===== src/rtl/pulse_pkg.sv =====
// Shared types and constants for the pulse statistics collector.
package pulse_pkg;
  localparam int PULSE_WIDTH_W = 16;
  typedef logic [PULSE_WIDTH_W-1:0] pulse_width_t;
  typedef enum logic {EMPTY, FULL} res_state_t;
  localparam logic [7:0] SAT8_MAX = 8'hFF;

  function automatic logic [7:0] sat_inc8(input logic [7:0] v);
    return (v == SAT8_MAX) ? v : v + 8'd1;
  endfunction
endpackage


===== src/rtl/pulse_stats_collector_if.sv =====
// Window-result valid/ready bus. stat_avg exists only with PULSE_STATS_AVG_EN.
interface pulse_stats_collector_if #(
  parameter int WIDTH_W     = 16,
  parameter int LOG2_WINDOW = 3
);
  logic                           stat_valid;
  logic                           stat_ready;
  logic [WIDTH_W-1:0]             stat_min;
  logic [WIDTH_W-1:0]             stat_max;
  logic [WIDTH_W+LOG2_WINDOW-1:0] stat_sum;
`ifdef PULSE_STATS_AVG_EN
  logic [WIDTH_W-1:0]             stat_avg;
`endif

  modport master (
    input  stat_ready,
    output stat_valid, stat_min, stat_max, stat_sum
`ifdef PULSE_STATS_AVG_EN
    , stat_avg
`endif
  );
  modport slave (
    output stat_ready,
    input  stat_valid, stat_min, stat_max, stat_sum
`ifdef PULSE_STATS_AVG_EN
    , stat_avg
`endif
  );
endinterface


===== src/rtl/pulse_stats_acc.sv =====
// Per-window min/max/sum/count accumulator. fin_* are the post-sample values,
// valid as the window result in the cycle done is high.
module pulse_stats_acc
  import pulse_pkg::*;
#(
  parameter int WIDTH_W     = PULSE_WIDTH_W,
  parameter int LOG2_WINDOW = 3,
  localparam int SUM_W      = WIDTH_W + LOG2_WINDOW
) (
  input  logic               clk,
  input  logic               reset,
  input  logic               clear,
  input  logic               accept,
  input  logic [WIDTH_W-1:0] width,
  output logic               done,
  output logic [WIDTH_W-1:0] fin_min,
  output logic [WIDTH_W-1:0] fin_max,
  output logic [SUM_W-1:0]   fin_sum
);
  logic [WIDTH_W-1:0]     acc_min, acc_max;
  logic [SUM_W-1:0]       acc_sum;
  logic [LOG2_WINDOW-1:0] n;

  always_comb begin
    fin_min = (width < acc_min) ? width : acc_min;
    fin_max = (width > acc_max) ? width : acc_max;
    fin_sum = acc_sum + SUM_W'(width);
    done    = accept && (n == '1);
  end

  // A completing sample re-inits the window in the same edge it is reported.
  always_ff @(posedge clk) begin
    if (reset || clear || done) begin
      acc_min <= '1;
      acc_max <= '0;
      acc_sum <= '0;
      n       <= '0;
    end else if (accept) begin
      acc_min <= fin_min;
      acc_max <= fin_max;
      acc_sum <= fin_sum;
      n       <= n + 1'b1;
    end
  end
endmodule


===== src/rtl/pulse_stats_collector.sv =====
// Windowed min/max/sum collector with glitch rejection and a double-buffered
// result register. Optional stat_avg output under PULSE_STATS_AVG_EN.
module pulse_stats_collector
  import pulse_pkg::*;
#(
  parameter int WIDTH_W     = PULSE_WIDTH_W,
  parameter int LOG2_WINDOW = 3,
  parameter int MIN_WIDTH   = 1,
  localparam int SUM_W      = WIDTH_W + LOG2_WINDOW
) (
  input  logic                      clk,
  input  logic                      reset,
  input  logic                      width_valid,
  input  logic [WIDTH_W-1:0]        width_in,
  input  logic                      clear,
  pulse_stats_collector_if.master   stat,
  output logic [7:0]                reject_cnt,
  output logic [7:0]                drop_cnt
);
  logic               accept, reject, done, load, drop;
  logic [WIDTH_W-1:0] fin_min, fin_max;
  logic [SUM_W-1:0]   fin_sum;
  res_state_t         state, state_nxt;

  assign accept = width_valid && !clear && (width_in >= WIDTH_W'(MIN_WIDTH));
  assign reject = width_valid && !clear && (width_in <  WIDTH_W'(MIN_WIDTH));

  pulse_stats_acc #(.WIDTH_W(WIDTH_W), .LOG2_WINDOW(LOG2_WINDOW)) u_acc (
    .clk    (clk),
    .reset  (reset),
    .clear  (clear),
    .accept (accept),
    .width  (width_in),
    .done   (done),
    .fin_min(fin_min),
    .fin_max(fin_max),
    .fin_sum(fin_sum)
  );

  always_ff @(posedge clk) begin
    if (reset) state <= EMPTY;
    else       state <= state_nxt;
  end

  always_comb begin
    state_nxt = state;
    case (state)
      EMPTY:   if (done) state_nxt = FULL;
      FULL:    if (stat.stat_ready && !done) state_nxt = EMPTY;
      default: state_nxt = EMPTY;
    endcase
  end

  // A completion lands only if the slot is free or being drained this cycle.
  always_comb begin
    load = done && ((state == EMPTY) || stat.stat_ready);
    drop = done && (state == FULL) && !stat.stat_ready;
  end

  assign stat.stat_valid = (state == FULL);

  always_ff @(posedge clk) begin
    if (reset) begin
      stat.stat_min <= '0;
      stat.stat_max <= '0;
      stat.stat_sum <= '0;
`ifdef PULSE_STATS_AVG_EN
      stat.stat_avg <= '0;
`endif
      reject_cnt    <= '0;
      drop_cnt      <= '0;
    end else begin
      if (load) begin
        stat.stat_min <= fin_min;
        stat.stat_max <= fin_max;
        stat.stat_sum <= fin_sum;
`ifdef PULSE_STATS_AVG_EN
        stat.stat_avg <= WIDTH_W'(fin_sum >> LOG2_WINDOW);
`endif
      end
      if (reject) reject_cnt <= sat_inc8(reject_cnt);
      if (drop)   drop_cnt   <= sat_inc8(drop_cnt);
    end
  end
endmodule


===== src/flat_wrapper.sv =====
// flat-port wrapper written by rule: the top's interface ports become plain ports
module pulse_stats_collector_flat import pulse_pkg::*;
#(
  parameter int WIDTH_W     = PULSE_WIDTH_W,
  parameter int LOG2_WINDOW = 3,
  parameter int MIN_WIDTH   = 1,
  localparam int SUM_W      = WIDTH_W + LOG2_WINDOW
)
  (clk, reset, width_valid, width_in, clear, reject_cnt, drop_cnt, stat_stat_ready, stat_stat_valid, stat_stat_min, stat_stat_max, stat_stat_sum);
  pulse_stats_collector_if #(.WIDTH_W(WIDTH_W), .LOG2_WINDOW(LOG2_WINDOW)) stat_i ();
  input  logic clk;
  input  logic reset;
  input  logic width_valid;
  input  logic [WIDTH_W-1:0] width_in;
  input  logic clear;
  output logic [7:0] reject_cnt;
  output logic [7:0] drop_cnt;
  input wire logic [$bits(stat_i.stat_ready)-1:0] stat_stat_ready;
  output wire logic [$bits(stat_i.stat_valid)-1:0] stat_stat_valid;
  output wire logic [$bits(stat_i.stat_min)-1:0] stat_stat_min;
  output wire logic [$bits(stat_i.stat_max)-1:0] stat_stat_max;
  output wire logic [$bits(stat_i.stat_sum)-1:0] stat_stat_sum;
  assign stat_i.stat_ready = stat_stat_ready;
  assign stat_stat_valid = stat_i.stat_valid;
  assign stat_stat_min = stat_i.stat_min;
  assign stat_stat_max = stat_i.stat_max;
  assign stat_stat_sum = stat_i.stat_sum;
  pulse_stats_collector #(.WIDTH_W(WIDTH_W), .LOG2_WINDOW(LOG2_WINDOW), .MIN_WIDTH(MIN_WIDTH)) u_core (.clk(clk), .reset(reset), .width_valid(width_valid), .width_in(width_in), .clear(clear), .stat(stat_i), .reject_cnt(reject_cnt), .drop_cnt(drop_cnt));
endmodule

===== config.mk =====
export PLATFORM = sky130hd
export DESIGN_NAME = pulse_stats_collector_flat
export DESIGN_NICKNAME = d
export VERILOG_FILES = /design/src/rtl/pulse_pkg.sv /design/src/rtl/pulse_stats_collector_if.sv /design/src/rtl/pulse_stats_acc.sv /design/src/rtl/pulse_stats_collector.sv /design/src/flat_wrapper.sv
export SDC_FILE = /design/constraint.sdc
export NUM_CORES = 1
export LEC_CHECK = 0
export CAP_MARGIN = 30
export CELL_PAD_IN_SITES_DETAIL_PLACEMENT = 0
export CELL_PAD_IN_SITES_GLOBAL_PLACEMENT = 1
export CORE_MARGIN = 2
export CORE_UTILIZATION = 45
export DETAILED_ROUTE_END_ITERATION = 8
export GPL_TIMING_DRIVEN = 0
export PLACE_DENSITY_LB_ADDON = 0.1
export SYNTH_ARGS = -nofsm -noshare
export SYNTH_HDL_FRONTEND = slang
export SYNTH_SLANG_ARGS = --single-unit

===== constraint.sdc =====
create_clock -name clk -period 4.12 [get_ports clk]
set_input_delay 0.618 -clock clk [delete_from_list [all_inputs] [get_ports clk]]
set_output_delay 0.618 -clock clk [all_outputs]
set_load 0.01 [all_outputs]

==> results_dict.tcl <==
set metrics [dict create \
    slew_violations 0 \
    vias 6739 \
    cts_root_buf "clkbuf_16" \
    firstDrtPassIters 5 \
    post-route-cell-area_um2 8431 \
    relSlewSlack 0.5222 \
    die_x_um 126.7 \
    clock_latency_ns 0.43 \
    status "finished clean" \
    rsz0062_at_grt "no" \
    end_kind "register" \
    syn_area_um2 6779 \
    dpl-instance-area_um2 7890 \
    synth_common_cells "122 x dfxtp_1, 101 x nand2_1, 71 x nand3_1" \
    dieArea_um2 16060 \
    grt_max_degree 17 \
    min_path_type "reg -> reg" \
    path_buf_inv 1 \
    drt_iter0_drc 567 \
    period_share 0.8006 \
    cp.arrival_ns 3.66 \
    worstPathCellList "clkdlybuf4s50_1, ha_1, fa_1, a211oi_1, o21bai_1, a21oi_1, o211ai_1, or3_1, nand3_1" \
    dp_cells 1103 \
    hold_violations 0 \
    ys_seq_elements 122 \
    core.rowCount 44 \
    grt_usage 0.2778 \
    cts_setup_buffers 0 \
    clock-sinks 122 \
    max_freq_mhz 303.2 \
    drt-total-wl_um 21950 \
    setup-tns-final_ns 0 \
    post_drt_wl_per_cell_um 19.34 \
    cts.clk_slew.worst_paths_ns 0.05 \
    htree_levels 4 \
    skew_ns 0.004312 \
    syn_nets 904 \
    start_util 0.4629 \
    grt_pass1_wl_um 34800 \
    dp_hpwl_um 15600 \
    required_ns 4.49 \
    ctsHoldBuffers 0 \
    antenna_found_initial 0 \
    io_buffer_count 88 \
    worstMarginPinSlew_ns 0.7145 \
    syn_area_per_cell_um2 8.158 \
    grt_overflow_total 0 \
    synth_enable_flop_cells 0 \
    netlist_instances 831 \
    crit_type "in -> reg" \
    area_growth_pct 24.36 \
    netlist.area_leader.share 0.3603 \
    core_area_um2 14640 \
    gp_congestion 0.9254 \
    finalWorstPathRequiredPeriod_ns 3.299 \
    powerDensity_nw_per_um2 344.5 \
    first_global_vias 6454 \
    synth_most_common_cell "dfxtp_1" \
    p_leak_nw 3.102 \
    path_delay_family "compound AO/OA/AOI/OAI gates" \
    async_reset_ff_frac 0 \
    cp_max_fo 7 \
    postCtsResizedCells 0 \
    viasPerCell 5.937 \
    final_nets 1011 \
    timing.final.ws_setup_ns 0.8215 \
    ys_seq_area_frac 0.3603 \
    remaining_drc_errors 0 \
    numCtsBuffers 17 \
    p_total_mw 2.904 \
    slowest_delay_ns 0.69 \
    boundaryPins 89 \
    synth.largest_area_cell "dfxtp_1" \
    max_cap_violations 0 \
    cp-start-kind "input port" \
    drtAntennaViolNets 0 \
    die_y_um 126.7 \
    drive_gt1_frac 0.06940 \
    crit_slowest_cell "clkdlybuf4s50_1" \
    synth_area_leaders "dfxtp_1 36%, ha_1 9.4%, nand2_1 5.6%" \
    ys_warn_count 0 \
    synth_ff_type "dfxtp_1" \
    cts_tree "done" \
    dp_worst_setup_slack_ns 0.4240 \
    cts.path.max_buffers 2 \
    irDropWorstVdd_v 0.0002690 \
    setup_viol 0 \
    layout.cells.non_filler 1135 \
    ys_types 59 \
    n_antenna_cell 0 \
]
routing by layer:
layer / routed length (um) / track usage / up-vias / share of wire
met5: 0 / 0 / - / 0
met3: 1380 / 0.05736 / 35 / 0.063
li1: - / - / 3218 / -
met4: 552 / 0.1008 / 0 / 0.025
met2: 10160 / 0.4486 / 241 / 0.46
met1: 9856 / 0.3693 / 3245 / 0.45
logic make-up after synthesis:
| logic type | after synthesis | synth area share |
|---|---|---|
| xor+xnor | 23 | 0.02972 |
| flops | 122 | 0.3603 |
| fa+ha+maj | 52 | 0.09708 |
| compound gates | 166 | 0.1611 |
| simple gates | 357 | 0.2658 |
| mux | 18 | 0.02658 |
| buf+inv | 93 | 0.05943 |
state kept, by name (all words and copies together), names as in the netlist:
signal                  flops
u_core.u_acc.n              3
u_core.stat.stat_valid      1
u_core.stat.stat_sum       19
u_core.stat.stat_max       16
u_core.u_acc.acc_max       16
u_core.stat.stat_min       16
u_core.u_acc.acc_sum       19
u_core.reject_cnt           8
u_core.u_acc.acc_min       16
u_core.drop_cnt             8
layout by cell type (no fill, tap or decap), types with 3 or more instances in the layout:
cell	n
a21o_1	6
a21oi_1	47
xor2_1	5
o21a_1	6
nand3b_1	5
xnor2_1	18
buf_2	16
nor3b_1	3
a311oi_1	17
ha_1	51
a211oi_1	7
and4_1	3
nand3_1	71
or4_1	7
clkinv_2	7
clkdlybuf4s50_1	88
and3_1	8
inv_1	36
o211ai_1	7
nor4_4	4
nand2_1	101
clkbuf_16	17
nor4_1	16
a211o_1	3
mux2i_1	18
clkbuf_1	40
o31ai_1	3
or3_1	8
nor3_1	43
nand4b_1	4
dfxtp_1	122
nand4_1	8
buf_6	4
o21ai_1	3
o21ai_0	46
nor2_1	62
nand2b_1	4
per-stage QoR:
step / util / hold WS, ns
floorplan: - / 0.4356
global placement: 0.5388 / 0.4451
detailed placement: 0.5388 / 0.4488
CTS: 0.5757 / 0.4562
global route: 0.5757 / 0.4719
finish: 0.5757 / 0.4500
tightest hold or removal path, cell delays in order (launching register included):
cell and delay [ns]:
dfxtp_1 0.30, nand2_1 0.05, a21oi_1 0.05
path summary, 6_finish.rpt:
path,startpoint,slack [ns],cells after the start,endpoint
max,width_in[0],0.82,9,u_core.u_acc.acc_sum[14]
min,u_core.stat.stat_sum[7],0.45,2,u_core.stat.stat_sum[7]
max reg2reg,u_core.u_acc.acc_max[1],1.57,9,u_core.stat.stat_max[12]
min reg2reg,u_core.stat.stat_sum[7],0.45,2,u_core.stat.stat_sum[7]
power by group:
part | leakage (nW) | total (mW) | internal (mW) | switching (mW)
logic | 1.85 | 0.300 | 0.101 | 0.199
registers | 0.986 | 1.20 | 1.19 | 0.0101
clock network | 0.270 | 1.40 | 0.852 | 0.548
total | 3.10 | 2.90 | 2.15 | 0.758
final cells by class:
type	instances	area, um^2
Tap cell	184	230.2
Sequential cell	122	2442
Fill cell	1353	6213
Multi-Input combinational cell	616	3934
Clock inverter	9	72.57
Inverter	36	135.1
Buffer	57	267.8
Timing Repair Buffer	88	880.8
Clock buffer	23	467.9
(Power assumes the default switching activity.)
